File: src/rtl/seg7_pkg.sv
// Shared 7-segment definitions: abc_defg patterns and the pattern -> {err, value} decoder
// used by both the display driver side and the scan capture side.
package seg7_pkg;

  localparam int SEG7_W = 7;

  localparam logic [SEG7_W-1:0] SEG_0 = 7'b1111110;
  localparam logic [SEG7_W-1:0] SEG_1 = 7'b0110000;
  localparam logic [SEG7_W-1:0] SEG_2 = 7'b1101101;
  localparam logic [SEG7_W-1:0] SEG_3 = 7'b1111001;
  localparam logic [SEG7_W-1:0] SEG_4 = 7'b0110011;
  localparam logic [SEG7_W-1:0] SEG_5 = 7'b1011011;
  localparam logic [SEG7_W-1:0] SEG_6 = 7'b1011111;
  localparam logic [SEG7_W-1:0] SEG_7 = 7'b1110000;
  localparam logic [SEG7_W-1:0] SEG_8 = 7'b1111111;
  localparam logic [SEG7_W-1:0] SEG_9 = 7'b1110011;
  localparam logic [SEG7_W-1:0] SEG_A = 7'b1110111;
  localparam logic [SEG7_W-1:0] SEG_B = 7'b0011111;
  localparam logic [SEG7_W-1:0] SEG_C = 7'b1001110;
  localparam logic [SEG7_W-1:0] SEG_D = 7'b0111101;
  localparam logic [SEG7_W-1:0] SEG_E = 7'b1001111;
  localparam logic [SEG7_W-1:0] SEG_F = 7'b1000111;

  // Exact-match decode; returns {err, val}. Undecodable patterns (blank included) give {1, 4'hF}.
  function automatic logic [4:0] seg7_decode(input logic [SEG7_W-1:0] seg, input logic hex_en);
    logic [4:0] r;
    r = 5'h1F;
    case (seg)
      SEG_0: r = 5'h00;
      SEG_1: r = 5'h01;
      SEG_2: r = 5'h02;
      SEG_3: r = 5'h03;
      SEG_4: r = 5'h04;
      SEG_5: r = 5'h05;
      SEG_6: r = 5'h06;
      SEG_7: r = 5'h07;
      SEG_8: r = 5'h08;
      SEG_9: r = 5'h09;
      SEG_A: if (hex_en) r = 5'h0A;
      SEG_B: if (hex_en) r = 5'h0B;
      SEG_C: if (hex_en) r = 5'h0C;
      SEG_D: if (hex_en) r = 5'h0D;
      SEG_E: if (hex_en) r = 5'h0E;
      SEG_F: if (hex_en) r = 5'h0F;
      default: r = 5'h1F;
    endcase
    return r;
  endfunction

endpackage

File: src/rtl/seg7_pattern_decode.sv
// Combinational segment pattern decoder. Define SEG7_HEX_EN to accept the A..F glyphs;
// otherwise they decode as invalid.
module seg7_pattern_decode
  import seg7_pkg::*;
(
  input  logic [SEG7_W-1:0] seg,
  output logic [3:0]        val,
  output logic              err
);

`ifdef SEG7_HEX_EN
  localparam logic HEX_EN = 1'b1;
`else
  localparam logic HEX_EN = 1'b0;
`endif

  assign {err, val} = seg7_decode(seg, HEX_EN);

endmodule

File: src/rtl/seg7_scan_capture.sv
// Display-side monitor for a multiplexed 7-segment bus: waits for a stable lit digit, decodes it
// and holds one value per position. Build option SEG7_HEX_EN enables A..F decode.
module seg7_scan_capture
  import seg7_pkg::*;
#(
  parameter int NUM_DIGITS    = 4,
  parameter int STABLE_CYCLES = 4
) (
  input  logic                          clk,
  input  logic                          rst,
  input  logic [SEG7_W-1:0]             seg_i,
  input  logic [NUM_DIGITS-1:0]         an_i,
  output logic [4*NUM_DIGITS-1:0]       digits_o,
  output logic [NUM_DIGITS-1:0]         digit_vld_o,
  output logic [NUM_DIGITS-1:0]         digit_err_o,
  output logic                          upd_o,
  output logic [$clog2(NUM_DIGITS)-1:0] upd_idx_o,
  output logic                          frame_o,
  output logic                          bus_err_o
);

  localparam int IW = $clog2(NUM_DIGITS);
  localparam int CW = $clog2(STABLE_CYCLES + 1);
  localparam logic [CW-1:0] CNT_MAX = CW'(STABLE_CYCLES);
  localparam logic [CW-1:0] CNT_PRE = CW'(STABLE_CYCLES - 1);

  logic [SEG7_W-1:0]           seg_q, seg_p;
  logic [NUM_DIGITS-1:0]       an_q, an_p;
  logic [CW-1:0]               cnt, cnt_nxt;
  logic                        lit, multi, same, capture;
  logic [IW-1:0]               idx;
  logic [NUM_DIGITS-1:0]       seen, seen_set, idx_mask;
  logic [3:0]                  dec_val;
  logic                        dec_err;
  logic [NUM_DIGITS-1:0][3:0]  digits;

  always_comb begin
    idx = '0;
    for (int i = 0; i < NUM_DIGITS; i++)
      if (!an_q[i]) idx = IW'(i);
  end

  assign lit   = $onehot(~an_q);
  assign multi = !$onehot0(~an_q);
  assign same  = (seg_q == seg_p) && (an_q == an_p);

  // Any change or dark/bus-error sample restarts the run; a new lit sample counts as the first.
  always_comb begin
    cnt_nxt = '0;
    if (lit) begin
      if (!same)              cnt_nxt = CW'(1);
      else if (cnt == CNT_MAX) cnt_nxt = cnt;
      else                     cnt_nxt = cnt + CW'(1);
    end
  end

  assign capture  = lit && same && (cnt == CNT_PRE);
  assign idx_mask = NUM_DIGITS'(1) << idx;
  assign seen_set = seen | idx_mask;
  assign bus_err_o = multi;

  seg7_pattern_decode u_dec (
    .seg (seg_q),
    .val (dec_val),
    .err (dec_err)
  );

  always_ff @(posedge clk) begin
    if (rst) begin
      seg_q     <= '0;
      seg_p     <= '0;
      an_q      <= '1;
      an_p      <= '1;
      cnt       <= '0;
      seen      <= '0;
      upd_o     <= 1'b0;
      upd_idx_o <= '0;
      frame_o   <= 1'b0;
    end else begin
      seg_q   <= seg_i;
      an_q    <= an_i;
      seg_p   <= seg_q;
      an_p    <= an_q;
      cnt     <= cnt_nxt;
      upd_o   <= capture;
      frame_o <= 1'b0;
      if (capture) begin
        upd_idx_o <= idx;
        if (&seen_set) begin
          frame_o <= 1'b1;
          seen    <= '0;
        end else begin
          seen <= seen_set;
        end
      end
    end
  end

  for (genvar g = 0; g < NUM_DIGITS; g++) begin : g_dig
    always_ff @(posedge clk) begin
      if (rst) begin
        digits[g]      <= '0;
        digit_err_o[g] <= 1'b0;
        digit_vld_o[g] <= 1'b0;
      end else if (capture && idx == IW'(g)) begin
        digits[g]      <= dec_val;
        digit_err_o[g] <= dec_err;
        digit_vld_o[g] <= 1'b1;
      end
    end
  end

  assign digits_o = digits;

endmodule

File: config.mk
export PLATFORM = sky130hd
export DESIGN_NAME = seg7_scan_capture
export DESIGN_NICKNAME = d
export VERILOG_FILES = /design/src/rtl/seg7_pkg.sv /design/src/rtl/seg7_pattern_decode.sv /design/src/rtl/seg7_scan_capture.sv
export SDC_FILE = /design/constraint.sdc
export NUM_CORES = 1
export LEC_CHECK = 0
export BUFFER_PORTS_ARGS = -buffer_cell sky130_fd_sc_hd__buf_4
export CAP_MARGIN = 30
export CORE_UTILIZATION = 40
export DETAILED_ROUTE_END_ITERATION = 7
export HOLD_SLACK_MARGIN = 0.1
export PLACE_DENSITY = 0.65
export SLEW_MARGIN = 20
export SYNTH_ARGS = -nofsm -noshare
export SYNTH_HDL_FRONTEND = slang
export SYNTH_HIERARCHICAL = 1
export SYNTH_SLANG_ARGS = --single-unit
File: constraint.sdc
create_clock -name clk -period 2.7 [get_ports clk]
set_clock_uncertainty 0.15 [all_clocks]
set_input_delay 0.54 -clock clk [delete_from_list [all_inputs] [get_ports clk]]
set_output_delay 0.54 -clock clk [all_outputs]
set_load 0.005 [all_outputs]
==> implementation parameters <==
Parameter                              Value

Run status
  Result of the run ... finished with violations
  Violated checks ... setup timing

Timing
  Number of slew-limit violations in the final report ... 0
  Minimum clock period after layout ... ~2.7 ns
  Worst hold slack ... roughly 0.23 ns
  Maximum frequency from static timing analysis ... approximately 360 MHz
  Setup violation total in the final timing report ... 15
  Final period util ... 102%
  Final worst-path setup slack ... -0.0453 ns
  Number of hold violations in the final report ... 0
  Unrepaired setup endpoints after global routing ... yes
  Max-Slew Margin vs Limit ... between 60% and 70%
  Slew of the pin with the lowest slew margin ... about 0.53 ns

Critical path
  Cell family with the largest share of critical-path delay ... simple AND/OR/NAND/NOR gates
  Data arrival time of the critical path ... approximately 2.8 ns
  Number of stages on the worst setup path ... 10
  Worst reg2reg setup slack ... -0.05 ns
  Crit-path max FO ... 7
  Cell at the slowest stage of the critical path ... sky130_fd_sc_hd__fa_1
  Startpoint-to-endpoint class of the critical path ... reg2reg
  Buffering stage count on the worst path with inverters included ... 2
  Critical R2R Launch ... an_q[0]
  Data required time of the worst path ... 2.77 ns
  Endpoint kind of the worst setup timing path ... flip-flop
  Maximum cell stage delay along the critical path ... ~0.54 ns
  R2R depth ... 10
  Worst-path cell chain ... fa_1 > inv_2 > ha_4 > inv_2 > ha_4 > and4bb_2 > nand4_1 > or4_4 > mux2i_1 > nor2_1
  Critical path startpoint ... an_q[0]
  Nature of the critical path startpoint ... flip-flop

Power and ir drop
  Share of total power in sequential cells ... 43.9%
  Total internal power ... between 0.0015 and 0.002 W
  Switching portion of total power ... between 20 and 25%
  Leak Pwr ... 1.32 nW
  Power share of the clock group ... 48.9%
  Total power per unit cell area ... 611 nW/um^2
  Combinational fraction of design power ... ~7%
  Worst VDD drop ... between 0.5 and 0.6 mV
  Sw Pwr ... between 0.0004 and 0.0005 W
  Total power after layout ... about 0.002 W

Run
  Max-capacitance violation count ... 0

Synth
  Share of synthesized area occupied by flip-flops and latches ... between 40 and 50%
  Number of flops mapped to enable cells by yosys ... 0
  Fraction of synthesized area in multiplexers ... about 3.9%
  Share of the synthesized netlist area taken by xor and xnor gates ... under 10%
  Flip-flop and latch count after synthesis ... between 50 and 60
  Post-synthesis area per instance ... between 9 and 10 um^2
  Async SR Flop Fraction ... 0%
  Commonest register cell after synthesis ... sky130_fd_sc_hd__dfxtp_1
  Unique masters post-synth ... 47
  Number of nets in the synthesized netlist ... a little under 300
  Share of the synthesized area in compound gates (AO/OA/AOI/OAI) ... 9.63%
  Area share of and/or/nand/nor cells after synthesis ... approximately a quarter
  Warnings from Yosys ... 6
  Fraction of the mapped netlist area in adder cells ... between 3 and 4%
  Combined area of all synthesized cells ... ~2500 um^2
  Number of standard cells after synthesis ... 275
  Main combinational cell family by area after synthesis ... simple AND/OR/NAND/NOR gates

Clock network
  Master cell of the clock root buffer ... sky130_fd_sc_hd__clkbuf_8
  TritonCTS clock tree ... yes
  Number of H-tree levels ... 3
  Number of buffers on the longest clock path ... 2
  # clock sinks ... 57
  Clk slew on worst S/H paths ... ~0.06 ns
  Number of buffers inserted during clock tree synthesis ... 9
  Clk Latency, worst-skew pair ... roughly 0.35 ns

Global routing
  First-pass GRT wire length ... 8420 um
  Remaining Overflow, GRT ... 0
  Pin count of the biggest net entering global routing ... 58
  Via count of the first global-routing pass ... about 1900
  Number of antenna violations at the first check in global routing ... 0
  Global router's overall resource usage ... between 10% and 20%

Min path
  Worst min-delay path startpoint ... an_i[1]
  Type of the worst min-delay path ... in2reg
  Worst hold path stage count ... 2

Final layout
  Register Area ... 1140 um^2
  Filler instances ... between 500 and 600
  Final cell area excluding filler cells ... about 3300 um^2
  Area growth from synthesis to layout ... 28.9%
  End-of-flow core utilization ... a little over half
  Diodes inserted ... 0
  Area of combinational cells with multiple inputs ... 1290 um^2
  Net count, final ... between 300 and 400
  Share of final-layout standard cells stronger than drive strength 1 ... about a third

Detailed routing
  Total length of routed wires ... roughly 5400 um
  Number of design-rule violations left by the first detailed-router iteration ... between 100 and 150
  DR vias/cell ... a little over 5
  DR DRC count ... 0
  Vias after detailed routing ... 2035
  Remaining number of nets flagged by the antenna check after routing ... 0
  Per-cell routed wire length ... 13.4 um
  Number of detailed-routing iterations run before antenna repair ... 4

Die
  Starting Density ... between 40 and 50%
  Top-Level Pins ... 42
  Area of the die ... ~6700 um^2
  Area of the core region ... 6030 um^2
  Die extent in y ... about 80 um
  Core Rows ... 28
  Die boundary width ... 81.8 um

Placed design
  Global placer's final weighted congestion ... ~0.8
  Worst Setup Slack post-DPL ... -0.151 ns
  Detail Placement HPWL ... 3530 um
  Total placed instance area ... about 3000 um^2
  Number of input and output port buffers inserted ... 41
-- area by class of cell --
class	count	area share (%)
clock buffer	11	4.31
clock inverter	5	3.12
inverter	15	1.71
multi-input combinational	184	39.4
sequential	57	34.8
tap	75	2.86
timing repair buffer	55	13.7
-- through the flow --
step           TNS (ns)  cells
4_1_cts           -1.25    400
3_3_place_gp      -1.07    383
2_1_floorplan   -0.0909    275
6_report         -0.366    402
5_1_grt           -2.38    402
3_5_place_dp      -2.01    383
-- registers in the layout, summed over array words and instances, names as in the netlist --
signal and count:
digit_vld_o 4, upd_o 1, upd_idx_o 2, an_q 4
seg_q 7, seen 4, cnt 3, digits_o 16
digit_err_o 4, an_p 4, seg_p 7, frame_o 1
-- layout by cell type (no fill, tap or decap), types with 2 or more instances in the layout --
cell type                   Yosys  routed
sky130_fd_sc_hd__dfxtp_1       57      55
sky130_fd_sc_hd__buf_4          2      52
sky130_fd_sc_hd__a21oi_1       21      20
sky130_fd_sc_hd__nor2b_1       18      18
sky130_fd_sc_hd__nand3_1       16      16
sky130_fd_sc_hd__nor2_1        14      14
sky130_fd_sc_hd__inv_1         15      13
sky130_fd_sc_hd__nand2b_1      13      13
sky130_fd_sc_hd__nand2_1       17      12
sky130_fd_sc_hd__xnor2_1       11      11
sky130_fd_sc_hd__mux2i_1       10      10
sky130_fd_sc_hd__clkbuf_8       0      10
sky130_fd_sc_hd__or2_2          8       8
sky130_fd_sc_hd__nand4_1        7       7
sky130_fd_sc_hd__nand2_2        0       5
sky130_fd_sc_hd__o21ai_0        4       4
sky130_fd_sc_hd__ha_1           6       4
sky130_fd_sc_hd__and3_1         3       3
sky130_fd_sc_hd__and3b_1        3       3
sky130_fd_sc_hd__or4_4          0       3
sky130_fd_sc_hd__bufinv_16      0       3
sky130_fd_sc_hd__inv_2          0       2
sky130_fd_sc_hd__nor3_1         2       2
sky130_fd_sc_hd__ha_4           0       2
sky130_fd_sc_hd__dfxtp_2        0       2
sky130_fd_sc_hd__o2111ai_1      2       2
-- worst paths after layout --
path / endpoint
max: digits_o[1]
min: an_q[1]
max reg2reg: digits_o[1]
min reg2reg: digit_vld_o[1]
-- cells in the mapped netlist, types with 4 or more instances --
cell type | n | share of area (%)
sky130_fd_sc_hd__a21oi_1 | 21 | 4.1
sky130_fd_sc_hd__buf_2 | 6 | 1.2
sky130_fd_sc_hd__clkbuf_1 | 8 | 1.2
sky130_fd_sc_hd__dfxtp_1 | 57 | 45
sky130_fd_sc_hd__ha_1 | 6 | 2.9
sky130_fd_sc_hd__inv_1 | 15 | 2.2
sky130_fd_sc_hd__mux2i_1 | 10 | 3.9
sky130_fd_sc_hd__nand2_1 | 17 | 2.5
sky130_fd_sc_hd__nand2b_1 | 13 | 3.2
sky130_fd_sc_hd__nand3_1 | 16 | 3.1
sky130_fd_sc_hd__nand4_1 | 7 | 1.7
sky130_fd_sc_hd__nor2_1 | 14 | 2.1
sky130_fd_sc_hd__nor2b_1 | 18 | 4.4
sky130_fd_sc_hd__o21ai_0 | 4 | 0.79
sky130_fd_sc_hd__or2_2 | 8 | 2.0
sky130_fd_sc_hd__or4_1 | 4 | 1.2
sky130_fd_sc_hd__xnor2_1 | 11 | 3.8
-- timing repair --
item / 4_1_cts / 5_1_grt
gates resized for setup: 5 / 12
endpoints found under the setup margin: 21 / 28
pin swaps: 9 / 6
setup buffers: 1 / 2
cloned: 0 / 1
hold buffers: 0 / 0
-- kinds of logic (layout without fill, tap and decap cells) --
kind of cell	Yosys count	after routing
multiplexers	10	10
AO/OA/AOI/OAI	37	37
adder cells (fa/ha/maj)	7	7
flip-flops	57	57
XOR/XNOR	13	13
buffers and inverters	34	86
AND/OR/NAND/NOR	117	117
-- worst register-to-register path, stage by stage, from the launching register on --
cell                       delay [ns]
sky130_fd_sc_hd__dfxtp_2         0.33
sky130_fd_sc_hd__fa_1            0.54
sky130_fd_sc_hd__inv_2           0.05
sky130_fd_sc_hd__ha_4            0.15
sky130_fd_sc_hd__inv_2           0.06
sky130_fd_sc_hd__ha_4            0.19
sky130_fd_sc_hd__and4bb_2        0.31
sky130_fd_sc_hd__nand4_1         0.10
sky130_fd_sc_hd__or4_4           0.51
sky130_fd_sc_hd__mux2i_1         0.19
sky130_fd_sc_hd__nor2_1          0.05
-- metal layers --
layer  vias up  track usage, %  wire, um
met2        49            28.1      2550
met5         -               0         0
met3         8            6.44       285
met1       956            19.9      2490
li1       1022               -         -
met4         0            7.02        57
-- power by group through the flow --
stage / Sequential, W / Combinational [W] / Clock, W
detailed placement: 0.000900 / 0.000132 / 0
global placement: 0.000900 / 0.000129 / 0
finish: 0.000881 / 0.000143 / 0.000981
CTS: 0.000881 / 0.000134 / 0.000996
floorplan: 0.000890 / 0.000104 / 0
global route: 0.000884 / 0.000158 / 0.00103
Power figures use the tool's default switching activity.
